$ cat src/rtl/bytebasher_pkg.sv
// bytebasher_pkg
//   Definitions shared by the hit capture front end, the game control FSM
//   and the target generator: box code width, the "no hit" code, the number
//   of boxes and the hit capture FSM state encoding.
package bytebasher_pkg;

  localparam int BOX_W = 4;
  localparam logic [BOX_W-1:0] NO_HIT = 4'd0;
  localparam int NUM_BOXES = 9;

  typedef enum logic [2:0] {
    ST_IDLE    = 3'd0,
    ST_ARMED   = 3'd1,
    ST_QUALIFY = 3'd2,
    ST_HELD    = 3'd3,
    ST_RELEASE = 3'd4
  } hit_state_e;

  // True for a code that names a real box (1..max_box); 0 and anything
  // above max_box are treated as bus noise.
  function automatic logic box_in_range(input logic [BOX_W-1:0] code,
                                        input int max_box);
    return (code != NO_HIT) && (int'(code) <= max_box);
  endfunction

endpackage

$ cat src/rtl/sync_2ff.sv
// sync_2ff
//   Two-flop synchronizer for a bus of independent asynchronous bits. Each
//   bit is synchronized on its own; any skew between bits must be absorbed
//   by whatever consumes the bus.
// Ports
//   clk     in  1      destination clock
//   resetn  in  1      asynchronous active-low reset, flops clear to 0
//   i_d     in  WIDTH  asynchronous input
//   o_q     out WIDTH  synchronized output, two clk edges of latency
module sync_2ff #(
  parameter int WIDTH = 1
) (
  input  logic             clk,
  input  logic             resetn,
  input  logic [WIDTH-1:0] i_d,
  output logic [WIDTH-1:0] o_q
);

  logic [WIDTH-1:0] r_meta;
  logic [WIDTH-1:0] r_sync;

  always_ff @(posedge clk or negedge resetn) begin
    if (!resetn) begin
      r_meta <= '0;
      r_sync <= '0;
    end else begin
      r_meta <= i_d;
      r_sync <= r_meta;
    end
  end

  assign o_q = r_sync;

endmodule

$ cat src/rtl/hit_capture.sv
// hit_capture
//   Synchronizes and debounces the 4-bit box code from the sensor GPIO bus
//   and presents each confirmed hit once as a held valid/address pair for the
//   control FSM. A debounced release to code 0 is required before re-arming.
// Ports
//   clk            in  1  system clock
//   resetn         in  1  asynchronous active-low reset
//   i_enable       in  1  game active; low forces IDLE
//   i_box_raw      in  4  raw box code (asynchronous), 0 = no hit
//   i_hit_ack      in  1  control FSM consumed the pending hit
//   o_hit_valid    out 1  confirmed hit pending
//   o_box_address  out 4  box of the pending hit
//   o_overrun      out 1  sticky: hit confirmed while previous still pending
//   o_press_count  out 8  confirmed hits since enable rose (wraps)
//
// state   | meaning
// --------+-------------------------------------------------------------
// IDLE    | game disabled, debounce counter held at 0
// ARMED   | waiting for a legal non-zero code
// QUALIFY | candidate code seen, counting consecutive stable samples
// HELD    | hit confirmed, waiting for the code to return to 0
// RELEASE | code is 0, counting stable samples before re-arming
module hit_capture #(
  parameter int DEBOUNCE_CYCLES = 500000,
  parameter int NUM_BOXES       = bytebasher_pkg::NUM_BOXES
) (
  input  logic                             clk,
  input  logic                             resetn,
  input  logic                             i_enable,
  input  logic [bytebasher_pkg::BOX_W-1:0] i_box_raw,
  input  logic                             i_hit_ack,
  output logic                             o_hit_valid,
  output logic [bytebasher_pkg::BOX_W-1:0] o_box_address,
  output logic                             o_overrun,
  output logic [7:0]                       o_press_count
);

  import bytebasher_pkg::*;

  localparam int CNT_W = $clog2(DEBOUNCE_CYCLES);
  localparam logic [CNT_W-1:0] CNT_LAST = CNT_W'(DEBOUNCE_CYCLES - 1);
  localparam logic [CNT_W-1:0] CNT_ONE  = CNT_W'(1);

  hit_state_e       r_state;
  hit_state_e       w_state_nxt;
  logic [CNT_W-1:0] r_cnt;
  logic [BOX_W-1:0] r_cand;
  logic [BOX_W-1:0] w_s;

  logic             r_hit_valid;
  logic [BOX_W-1:0] r_box_address;
  logic             r_overrun;
  logic [7:0]       r_press_count;

  logic w_cnt_clr;
  logic w_cnt_load1;
  logic w_cnt_inc;
  logic w_cand_load;
  logic w_confirm;
  logic w_leave_idle;
  logic w_accept;
  logic w_s_legal;
  logic w_s_zero;
  logic w_s_match;
  logic w_cnt_last;

  sync_2ff #(.WIDTH(BOX_W)) u_sync (
    .clk    (clk),
    .resetn (resetn),
    .i_d    (i_box_raw),
    .o_q    (w_s)
  );

  assign w_s_legal  = box_in_range(w_s, NUM_BOXES);
  assign w_s_zero   = (w_s == NO_HIT);
  assign w_s_match  = (w_s == r_cand);
  assign w_cnt_last = (r_cnt == CNT_LAST);

  always_ff @(posedge clk or negedge resetn) begin
    if (!resetn) r_state <= ST_IDLE;
    else         r_state <= w_state_nxt;
  end

  always_comb begin
    w_state_nxt = r_state;
    if (!i_enable) begin
      w_state_nxt = ST_IDLE;
    end else begin
      case (r_state)
        ST_IDLE:    w_state_nxt = ST_ARMED;
        ST_ARMED:   if (w_s_legal) w_state_nxt = ST_QUALIFY;
        ST_QUALIFY: begin
          if (!w_s_match)      w_state_nxt = ST_ARMED;
          else if (w_cnt_last) w_state_nxt = ST_HELD;
        end
        ST_HELD:    if (w_s_zero) w_state_nxt = ST_RELEASE;
        ST_RELEASE: begin
          if (!w_s_zero)       w_state_nxt = ST_HELD;
          else if (w_cnt_last) w_state_nxt = ST_ARMED;
        end
        default:    w_state_nxt = ST_IDLE;
      endcase
    end
  end

  always_comb begin
    w_cnt_clr    = 1'b0;
    w_cnt_load1  = 1'b0;
    w_cnt_inc    = 1'b0;
    w_cand_load  = 1'b0;
    w_confirm    = 1'b0;
    w_leave_idle = 1'b0;
    if (!i_enable) begin
      w_cnt_clr = 1'b1;
    end else begin
      case (r_state)
        ST_IDLE: begin
          w_cnt_clr    = 1'b1;
          w_leave_idle = 1'b1;
        end
        ST_ARMED: begin
          if (w_s_legal) begin
            w_cand_load = 1'b1;
            w_cnt_load1 = 1'b1;
          end
        end
        ST_QUALIFY: begin
          if (w_s_match) begin
            if (w_cnt_last) w_confirm = 1'b1;
            else            w_cnt_inc = 1'b1;
          end
        end
        ST_HELD:    if (w_s_zero) w_cnt_load1 = 1'b1;
        ST_RELEASE: if (w_s_zero && !w_cnt_last) w_cnt_inc = 1'b1;
        default:    w_cnt_clr = 1'b1;
      endcase
    end
  end

  // A confirm is delivered when the slot is free or being freed on this
  // same edge; otherwise the pending hit is kept and the loss is flagged.
  assign w_accept = w_confirm && (!r_hit_valid || i_hit_ack);

  always_ff @(posedge clk or negedge resetn) begin
    if (!resetn) begin
      r_cnt  <= '0;
      r_cand <= NO_HIT;
    end else begin
      if (w_cnt_clr)        r_cnt <= '0;
      else if (w_cnt_load1) r_cnt <= CNT_ONE;
      else if (w_cnt_inc)   r_cnt <= r_cnt + CNT_ONE;
      if (w_cand_load) r_cand <= w_s;
    end
  end

  always_ff @(posedge clk or negedge resetn) begin
    if (!resetn) begin
      r_hit_valid   <= 1'b0;
      r_box_address <= NO_HIT;
      r_overrun     <= 1'b0;
      r_press_count <= 8'd0;
    end else begin
      if (!i_enable) begin
        r_hit_valid <= 1'b0;
      end else if (w_accept) begin
        r_hit_valid   <= 1'b1;
        r_box_address <= r_cand;
      end else if (r_hit_valid && i_hit_ack) begin
        r_hit_valid <= 1'b0;
      end

      if (w_leave_idle)                r_overrun <= 1'b0;
      else if (w_confirm && !w_accept) r_overrun <= 1'b1;

      if (w_leave_idle)  r_press_count <= 8'd0;
      else if (w_accept) r_press_count <= r_press_count + 8'd1;
    end
  end

  assign o_hit_valid   = r_hit_valid;
  assign o_box_address = r_box_address;
  assign o_overrun     = r_overrun;
  assign o_press_count = r_press_count;

endmodule

$ cat config.mk
export PLATFORM = sky130hd
export DESIGN_NAME = hit_capture
export DESIGN_NICKNAME = d
export VERILOG_FILES = /design/src/rtl/bytebasher_pkg.sv /design/src/rtl/sync_2ff.sv /design/src/rtl/hit_capture.sv
export SDC_FILE = /design/constraint.sdc
export NUM_CORES = 1
export LEC_CHECK = 0
export ABC_CLOCK_PERIOD_IN_PS = 2600
export CAP_MARGIN = 40
export CORE_MARGIN = 4
export CORE_UTILIZATION = 25
export CTS_BUF_LIST = sky130_fd_sc_hd__clkbuf_8
export DETAILED_ROUTE_END_ITERATION = 12
export HOLD_SLACK_MARGIN = 0.03
export MAX_ROUTING_LAYER = met4
export RECOVER_POWER = 50
export SLEW_MARGIN = 20
export SYNTH_ARGS = -nofsm -noshare
export SYNTH_HDL_FRONTEND = slang
export SYNTH_SLANG_ARGS = --single-unit
export TNS_END_PERCENT = 50
$ cat constraint.sdc
create_clock -name clk -period 2.6 [get_ports clk]
set_input_delay 0.78 -clock clk [delete_from_list [all_inputs] [get_ports clk]]
set_output_delay 0.78 -clock clk [all_outputs]
set_load 0.03 [all_outputs]
==> key figures, run 1 <==
Timing
  • Final setup margin: 0.201 ns
  • Crit share post-route: 0.923
  • Total negative slack: 0 ns
  • Normalized max-slew margin: 0.202
  • Worst Max-Slew Pin Slew: 1.20 ns
  • RSZ-0062 raised after global routing: no
  • Minimum clock period: 2.40 ns
  • Clock Skew: 0.00482 ns
  • Max Fclk: 0.417 GHz
  • Slew Limit Fails: 0
  • Fin. Hold Viols: 0
  • Setup-failing EPs final: 0

Clock network
  • CTS buffer count: 5
  • Max Root-Sink Buffers: 2
  • CTS tree: done
  • Clock sink count: 48
  • Root Driver: clkbuf_8
  • Post-CTS setup buffers: 0
  • Hold buffers post-CTS: 0
  • Clock Latency Late Sink: 0.29 ns
  • Reg clk slew, reported paths: 0.09 ns
  • PostCTS Resize Cnt: 0
  • H-tree Lvls: 2

Layout
  • Post-synthesis to final-layout area growth: 21.5%
  • Ant diodes: 0
  • Core Util, Final: 0.311
  • Design area: 3040 um^2
  • Final nets: 290
  • Share of cells above drive strength 1: 0.146
  • Fillers: 1014
  • Non-filler cells, final: 413

Synthesis
  • Post-Synth XOR/XNOR Area: 0.0210
  • Synthesis Warnings: 0
  • Mux contribution to synthesized area: 0.0400
  • EDFF count, synth: 0
  • Area leader, netlist: dfrtp_1
  • Adder-cell area share of the yosys netlist: 0.0100
  • Area share of and/or/nand/nor cells after synthesis: 0.248
  • Main combinational cell family by area after synthesis: simple AND/OR/NAND/NOR gates
  • Top cells by area, synth: dfrtp_1, or4_1, mux2_2, nand2_1, o211ai_1
  • Syn avg cell area: 10.1 um^2
  • Syn_nets: 257
  • #FFs+latches synth: 48
  • Yosys cell types: 49
  • Primary FF master, synth: dfrtp_1
  • Sequential area share after synthesis: 0.480
  • Yosys top cell area share: 0.480
  • Gate Count Post-Synth: 247
  • Compound-gate portion of the synthesized area: 0.161
  • Synthesized cell area: 2500 um^2
  • Async set or reset register ratio after synthesis: 1.00

Floorplanning
  • Rows: 36
  • Core area: 9770 um^2
  • Die Height: 108 um
  • Initial Util: 0.256
  • Io pins: 22
  • Die area: 11700 um^2
  • Die X: 108 um

Worst setup path
  • CP Launch Type: input pin
  • Crit Path Max Fanout: 10
  • Crit. End Element: flop
  • Cell count of the worst reg-to-reg path: 5
  • Setup CP Type: input pin to flop
  • Internal reg-to-reg setup slack: 0.25 ns
  • WP data required: 2.83 ns
  • R2R Path Start: u_sync.o_q[2]
  • WP data arrival: 2.63 ns
  • Reg2reg end: r_cnt[2]

Hold path
  • Startpoint of the most critical hold path: u_sync.r_meta[3]
  • Hold EP: u_sync.o_q[3]
  • Min-Delay Path Depth: 0
  • Min-delay worst type: flop to flop

Global route
  • First-pass GRT wire length: 9560 um
  • Number of global-route vias before repair: 1974
  • Gr ovfl total: 0
  • GRT Overall Usage: 0.104
  • Largest net degree at the start of global routing: 49
  • Initial antenna violation count: 0

Pwr
  • Leak: 1.26 nW
  • Maximum VDD drop: 0.253 mV
  • Pwr/cell area: 492 nW/um^2

Drt
  • Pre-antenna DRT Iters: 4
  • Detailed Route WL: 5650 um
  • Drt wl/cell: 13.7 um
  • Via Count: 2126
  • Post-DRT Antenna Nets: 0
  • 1st-iter DRT viols: 86
  • Vias per inst: 5.15
  • Number of remaining DRC errors: 0

Place
  • RePlAce Congestion: 0.855
  • Post-DP HPWL: 4020 um
  • DP Cell Count: 406
  • Dpl ws: -0.104 ns
  • Input/output buffers: 21
  • Post-DP Area: 2960 um^2

Flow run
  • Max-cap violations: 0

Run status
  • Status: finished, final reports clean
-- worst max path at each step --
stage / startpoint / end / cells past startpoint
after floorplan: i_enable / r_cnt[11] / 7
after global placement: i_enable / r_cnt[11] / 6
after detailed placement: i_enable / r_cnt[17] / 6
after CTS: i_enable / r_cnt[17] / 6
after global routing: i_enable / r_cnt[17] / 6
final: i_enable / r_cnt[17] / 6
-- metrics by stage --
stage | total power [mW] | hold WS, ns
6_report | 1.49 | 0.352
5_1_grt | 1.58 | 0.361
3_5_place_dp | 1.09 | 0.335
4_1_cts | 1.52 | 0.356
3_3_place_gp | 1.08 | 0.334
2_1_floorplan | 0.987 | 0.331
-- cell usage after synthesis, types with 2 or more instances --
cell / n
buf_6: 2
dfrtp_1: 48
a21oi_1: 8
o41ai_1: 3
nor2b_1: 2
inv_1: 3
nor2_1: 11
and3_1: 8
a31oi_1: 2
o211ai_1: 12
nand2b_1: 5
xor2_1: 2
o31ai_1: 5
clkbuf_1: 7
nand4b_1: 4
nand3_1: 17
nor4_1: 2
xnor2_1: 4
o21a_1: 2
o21ai_0: 6
ha_1: 2
mux2_2: 8
o311ai_0: 6
and2_1: 2
o32ai_1: 2
nand4_1: 4
buf_2: 6
or3_1: 3
or4_1: 17
nand2_1: 24
and4_1: 2
-- kinds of logic (layout without fill, tap and decap cells) --
| logic type | count (synthesis) | in the layout |
|---|---|---|
| flops | 48 | 48 |
| buf+inv | 20 | 53 |
| mux | 9 | 9 |
| simple gates | 107 | 107 |
| fa+ha+maj | 2 | 2 |
| compound gates | 55 | 55 |
| xor+xnor | 6 | 6 |
-- state kept, by name, indices dropped and copies added, names as in the netlist --
| name | cells |
|---|---|
| r_cand | 4 |
| u_sync.o_q | 4 |
| u_sync.r_meta | 4 |
| o_hit_valid | 1 |
| o_overrun | 1 |
| r_cnt | 19 |
| r_state | 3 |
| o_press_count | 8 |
| o_box_address | 4 |
-- final cells by class --
class                   instances  area, um^2  share of cell area
repair buffers                 42         373               0.123
clock buffers                   5        68.8              0.0227
inverters                       4        15.0             0.00494
multi-input cells             179        1200               0.395
clock inverters                 2        12.5             0.00412
flip-flops and latches         48        1200               0.396
well taps                     133         166              0.0548
-- report_power, final --
part | total [mW] | internal, mW | switching [mW]
clock network | 0.423 | 0.182 | 0.241
logic | 0.249 | 0.115 | 0.134
registers | 0.822 | 0.787 | 0.0342
-- worst max-delay path: stages --
cell	delay, ns
clkdlybuf4s50_1	0.50
clkinv_1	0.12
a2111o_1	0.31
and3_1	0.30
or4_1	0.53
nand2_1	0.09
-- routing by layer --
layer  wire length (um)  part of all wire  track usage  up-vias
li1                   -                 -            -     1014
met1               2660              0.47        0.139     1036
met2               2560              0.45        0.155       66
met3                327             0.058       0.0269       10
met4                104             0.018       0.0343        0
met5                  0                 0            -        -
-- cell usage in the layout, fill, tap and decap left out, types with 3 or more instances in the layout --
cell type / Yosys / layout
a21oi_1: 8 / 8
nand2b_1: 5 / 5
or3_1: 3 / 3
xnor2_1: 4 / 4
o211ai_1: 12 / 12
mux2_2: 8 / 8
o21ai_0: 6 / 6
clkdlybuf4s50_1: 0 / 16
or4_1: 17 / 17
nand4b_1: 4 / 4
nand2_1: 24 / 24
inv_1: 3 / 3
o311ai_0: 6 / 6
buf_4: 0 / 19
nand3_1: 17 / 17
o31ai_1: 5 / 5
dlygate4sd3_1: 0 / 4
o41ai_1: 3 / 3
and3_1: 8 / 8
clkbuf_8: 0 / 5
nand4_1: 4 / 4
nor2_1: 11 / 11
dfrtp_1: 48 / 48
No activity file was read; power rests on OpenSTA's default activity.
==> run 2, diff against run 1 <==
--- a/config.mk
+++ b/config.mk
@@ -6,15 +6,15 @@
 export NUM_CORES = 1
 export LEC_CHECK = 0
 export ABC_CLOCK_PERIOD_IN_PS = 2600
-export CAP_MARGIN = 40
+export CAP_MARGIN = 20
 export CORE_MARGIN = 4
-export CORE_UTILIZATION = 25
+export CORE_UTILIZATION = 50
 export CTS_BUF_LIST = sky130_fd_sc_hd__clkbuf_8
 export DETAILED_ROUTE_END_ITERATION = 12
 export HOLD_SLACK_MARGIN = 0.03
 export MAX_ROUTING_LAYER = met4
+export PLACE_DENSITY = 0.71
 export RECOVER_POWER = 50
-export SLEW_MARGIN = 20
 export SYNTH_ARGS = -nofsm -noshare
 export SYNTH_HDL_FRONTEND = slang
 export SYNTH_SLANG_ARGS = --single-unit
==> key figures, run 2 (synthesized netlist as in run 1, its figures left out) <==
Run status
  • Status: finished, final reports clean

Worst setup path
  • Reg2reg end: r_cnt[3]
  • Worst path slowest cell: or4_1
  • Bufs and invs on worst path: 2
  • Cell count of the worst reg-to-reg path: 5
  • CP max stage delay: 0.54 ns
  • Crit Path Max Fanout: 8
  • CP Launch Type: input pin
  • WP data arrival: 2.63 ns
  • Crit. End Element: flop
  • WP data required: 2.84 ns
  • Crit-path cells: clkdlybuf4s50_1, clkinv_1, a2111o_1, and3_1, or4_1, nand2_1
  • R2R Path Start: u_sync.o_q[2]
  • Setup CP Type: input pin to flop
  • Internal reg-to-reg setup slack: 0.24 ns
  • Crit path max-delay family: simple AND/OR/NAND/NOR gates

Layout
  • Final nets: 288
  • Max reg flops: 19
  • Ant diodes: 0
  • Top reg by flops: r_cnt
  • Design area: 2970 um^2
  • Non-filler cells, final: 346
  • Post-synthesis to final-layout area growth: 19.0%
  • Core Util, Final: 0.621
  • Most common cell after layout, fill and taps aside: dfrtp_1
  • Share of cells above drive strength 1: 0.143
  • Most frequent cells in the layout: dfrtp_1, nand2_1, nand3_1, or4_1, buf_4

Timing
  • Normalized max-slew margin: 0.220
  • Min Hold Slack: 0.355 ns
  • RSZ-0062 raised after global routing: no
  • Fin. Hold Viols: 0
  • Max Fclk: 0.418 GHz
  • Clock Skew: 0.00413 ns
  • Crit share post-route: 0.919
  • Worst Max-Slew Pin Slew: 1.17 ns
  • Slew Limit Fails: 0
  • Minimum clock period: 2.39 ns
  • Setup-failing EPs final: 0

Floorplanning
  • Die X: 78.7 um
  • Core area: 4790 um^2
  • Io pins: 22
  • Initial Util: 0.522
  • Die Height: 78.7 um
  • Rows: 25
  • Die area: 6200 um^2

Clock network
  • Clock Latency Late Sink: 0.30 ns
  • PostCTS Resize Cnt: 0
  • CTS buffer count: 5
  • Hold buffers post-CTS: 0
  • Max Root-Sink Buffers: 2
  • Clock sink count: 48
  • Post-CTS setup buffers: 0
  • Reg clk slew, reported paths: 0.09 ns
  • CTS tree: done
  • Root Driver: clkbuf_8
  • H-tree Lvls: 2

Hold path
  • Hold EP: u_sync.o_q[2]
  • Startpoint of the most critical hold path: u_sync.r_meta[2]
  • Min-Delay Path Depth: 0
  • Min-delay worst type: flop to flop

Global route
  • Initial antenna violation count: 0
  • First-pass GRT wire length: 9620 um
  • Largest net degree at the start of global routing: 49
  • Number of global-route vias before repair: 2087
  • GRT Overall Usage: 0.198
  • Gr ovfl total: 0

Place
  • Post-DP HPWL: 3740 um
  • Input/output buffers: 21
  • RePlAce Congestion: 0.870
  • DP Cell Count: 338
  • Post-DP Area: 2860 um^2

Drt
  • Drt wl/cell: 15.7 um
  • 1st-iter DRT viols: 110
  • Vias per inst: 6.00
  • Post-DRT Antenna Nets: 0
  • Detailed Route WL: 5440 um
  • Number of remaining DRC errors: 0
  • Pre-antenna DRT Iters: 4
  • Via Count: 2077

Flow run
  • Max-cap violations: 0

Pwr
  • Pwr/cell area: 547 nW/um^2
  • Leak: 1.26 nW
  • Maximum VDD drop: 0.329 mV
## run 2: cell types whose count changed in the layout (fill, tap and decap cells not counted)
| cell | previous run | this run |
|---|---|---|
| buf_4 | 19 | 17 |
| clkinvlp_4 | 1 | 0 |
| clkinv_4 | 0 | 2 |
| clkinv_2 | 1 | 0 |
| bufinv_16 | 0 | 1 |
## run 2: cell type report
type	count	area (um^2)
Fill cell	392	1810
Clock buffer	5	68.8
Sequential cell	48	1200
Timing Repair Buffer	40	358
Inverter	4	15.0
Tap cell	67	83.8
Clock inverter	3	47.5
Multi-Input combinational cell	179	1200
## run 2: report_power, final
part           total [mW]  switching, mW  internal, mW
Sequential          0.824         0.0362         0.787
Combinational       0.252          0.136         0.116
Clock               0.550          0.260         0.290
Total                1.63          0.433          1.19
## run 2: how the worst max path moves through the flow
stage	from	slack, ns	cells past startpoint	end
final	i_enable	0.21	6	r_cnt[6]
after global routing	u_sync.o_q[2]	0.11	5	r_cnt[4]
after CTS	i_enable	0.23	6	r_cnt[8]
after detailed placement	i_enable	-0.07	6	r_cnt[8]
after global placement	i_enable	-0.06	6	r_cnt[6]
after floorplan	i_enable	0.17	7	r_cnt[11]
## run 2: layer usage
layer	wire length (um)	share of wire	track usage	vias up
li1	-	-	-	1009
met1	2610	0.48	0.264	1006
met2	2480	0.46	0.299	52
met3	258	0.047	0.0397	10
met4	97	0.018	0.0769	0
met5	0	0	-	-
## run 2: worst reg2reg max path: stages (launching register included)
cell and delay, ns:
dfrtp_1 0.44, xor2_1 0.18, or4_1 0.48, o22a_2 0.46, or4_1 0.58, a21oi_1 0.15
## run 2: through the flow
stage	setup TNS [ns]	worst slack, ns	total power [mW]
2_1_floorplan	0	0.171	0.987
3_3_place_gp	-0.515	-0.0558	1.08
3_5_place_dp	-0.587	-0.0723	1.09
4_1_cts	0	0.228	1.64
5_1_grt	0	0.114	1.71
6_report	0	0.209	1.63
==> run 3, diff against run 2 <==
--- a/config.mk
+++ b/config.mk
@@ -7,6 +7,7 @@
 export LEC_CHECK = 0
 export ABC_CLOCK_PERIOD_IN_PS = 2600
 export CAP_MARGIN = 20
+export CORE_ASPECT_RATIO = 0.9
 export CORE_MARGIN = 4
 export CORE_UTILIZATION = 50
 export CTS_BUF_LIST = sky130_fd_sc_hd__clkbuf_8
@@ -15,6 +16,7 @@
 export MAX_ROUTING_LAYER = met4
 export PLACE_DENSITY = 0.71
 export RECOVER_POWER = 50
+export SETUP_SLACK_MARGIN = 0.1
 export SYNTH_ARGS = -nofsm -noshare
 export SYNTH_HDL_FRONTEND = slang
 export SYNTH_SLANG_ARGS = --single-unit
==> key figures, run 3 (synthesized netlist as in run 1, its figures left out) <==
Drt
  • 1st-iter DRT viols: 134
  • Number of remaining DRC errors: 0
  • Detailed Route WL: 5370 um
  • Vias per inst: 6.08
  • Drt wl/cell: 15.6 um
  • Via Count: 2096
  • Pre-antenna DRT Iters: 4
  • Post-DRT Antenna Nets: 0

Clock network
  • Reg clk slew, reported paths: 0.09 ns
  • PostCTS Resize Cnt: 0
  • Clock Latency Late Sink: 0.31 ns
  • H-tree Lvls: 2
  • Clock sink count: 48
  • Root Driver: clkbuf_8
  • Hold buffers post-CTS: 0
  • Post-CTS setup buffers: 0
  • CTS tree: done
  • Max Root-Sink Buffers: 2
  • CTS buffer count: 5

Place
  • Post-DP HPWL: 3850 um
  • Dpl ws: -0.101 ns
  • RePlAce Congestion: 0.836
  • Input/output buffers: 21
  • Post-DP Area: 2880 um^2

Pwr
  • Internal power: 1.19 mW
  • Pwr/cell area: 547 nW/um^2
  • Net switching power: 0.440 mW
  • Clock power share: 0.342
  • Leak: 1.26 nW
  • Sw Share: 0.269
  • Maximum VDD drop: 0.424 mV
  • Comb power frac: 0.153
  • Seq pwr share: 0.505

Worst setup path
  • WP data arrival: 2.64 ns
  • Cell count of the worst reg-to-reg path: 5
  • WP data required: 2.85 ns
  • CP Launch Type: input pin
  • Setup CP Type: input pin to flop
  • Crit Path Max Fanout: 8
  • Crit. End Element: flop

Layout
  • Ant diodes: 0
  • Core Util, Final: 0.617
  • Top reg by flops: r_cnt
  • Most common cell after layout, fill and taps aside: dfrtp_1
  • Share of cells above drive strength 1: 0.143
  • Most frequent cells in the layout: dfrtp_1, nand2_1, buf_4, nand3_1, or4_1
  • Final nets: 289
  • Post-synthesis to final-layout area growth: 19.4%
  • Max reg flops: 19
  • Design area: 2980 um^2

Global route
  • Initial antenna violation count: 0
  • GRT Overall Usage: 0.200
  • First-pass GRT wire length: 9230 um
  • Largest net degree at the start of global routing: 37
  • Number of global-route vias before repair: 1927
  • Gr ovfl total: 0

Timing
  • Slew Limit Fails: 0
  • Normalized max-slew margin: 0.168
  • Max Fclk: 0.419 GHz
  • Min Hold Slack: 0.356 ns
  • Fin. Hold Viols: 0
  • Final setup margin: 0.215 ns
  • Setup-failing EPs final: 0
  • Minimum clock period: 2.39 ns
  • Clock Skew: 0.00374 ns
  • Crit share post-route: 0.917
  • RSZ-0062 raised after global routing: no
  • Worst Max-Slew Pin Slew: 1.25 ns

Hold path
  • Min-delay worst type: flop to flop
  • Min-Delay Path Depth: 0

Floorplanning
  • Die X: 82.5 um
  • Die area: 6200 um^2
  • Core area: 4830 um^2
  • Die Height: 75.1 um
  • Initial Util: 0.517
  • Rows: 24
  • Io pins: 22

Flow run
  • Max-cap violations: 0

Run status
  • Status: finished, final reports clean
run 3: worst paths after layout:
kind,start,to,slack (ns)
worst max-delay path,i_enable,r_cnt[14],0.21
worst min-delay path,u_sync.r_meta[1],u_sync.o_q[1],0.36
worst max register to register,u_sync.o_q[2],r_cnt[3],0.32
worst min register to register,u_sync.r_meta[1],u_sync.o_q[1],0.36
max in group asynchronous,resetn,r_cnt[0],0.64
min in group asynchronous,resetn,o_press_count[2],0.71
run 3: area by class of cell:
cell class                 instances  area (um^2)
sequential                        48         1200
fill                             395         1850
tap                               65         81.3
clock inverter                     3         46.3
inverter                           4         15.0
timing repair buffer              41          364
multi-input combinational        179         1210
clock buffer                       5         68.8
run 3: power by group through the flow:
stage	sequential, mW	clock (mW)	combinational, mW
after floorplan	0.828	0	0.159
after global placement	0.838	0	0.246
after detailed placement	0.840	0	0.251
after CTS	0.825	0.569	0.253
after global routing	0.831	0.594	0.278
final	0.825	0.558	0.250
run 3: per-layer routing:
| layer | vias to the layer above | global-route usage | share of wire |
|---|---|---|---|
| met1 | 1019 | 0.298 | 0.47 |
| met4 | 0 | 0.0581 | 0.013 |
| met2 | 54 | 0.282 | 0.47 |
| met3 | 5 | 0.0323 | 0.050 |
| li1 | 1018 | - | - |
| met5 | - | - | 0 |
run 3: critical path: stages:
cell,delay (ns)
clkdlybuf4s50_1,0.50
clkinv_1,0.14
a2111o_1,0.32
and3_1,0.29
or4_1,0.52
nand2_1,0.08
run 3: stage by stage:
step,setup TNS (ns),total power [mW],instances
floorplan,0,0.987,247
global placement,-0.926,1.08,337
detailed placement,-1.15,1.09,337
CTS,0,1.65,345
global route,0,1.70,345
finish,0,1.63,345
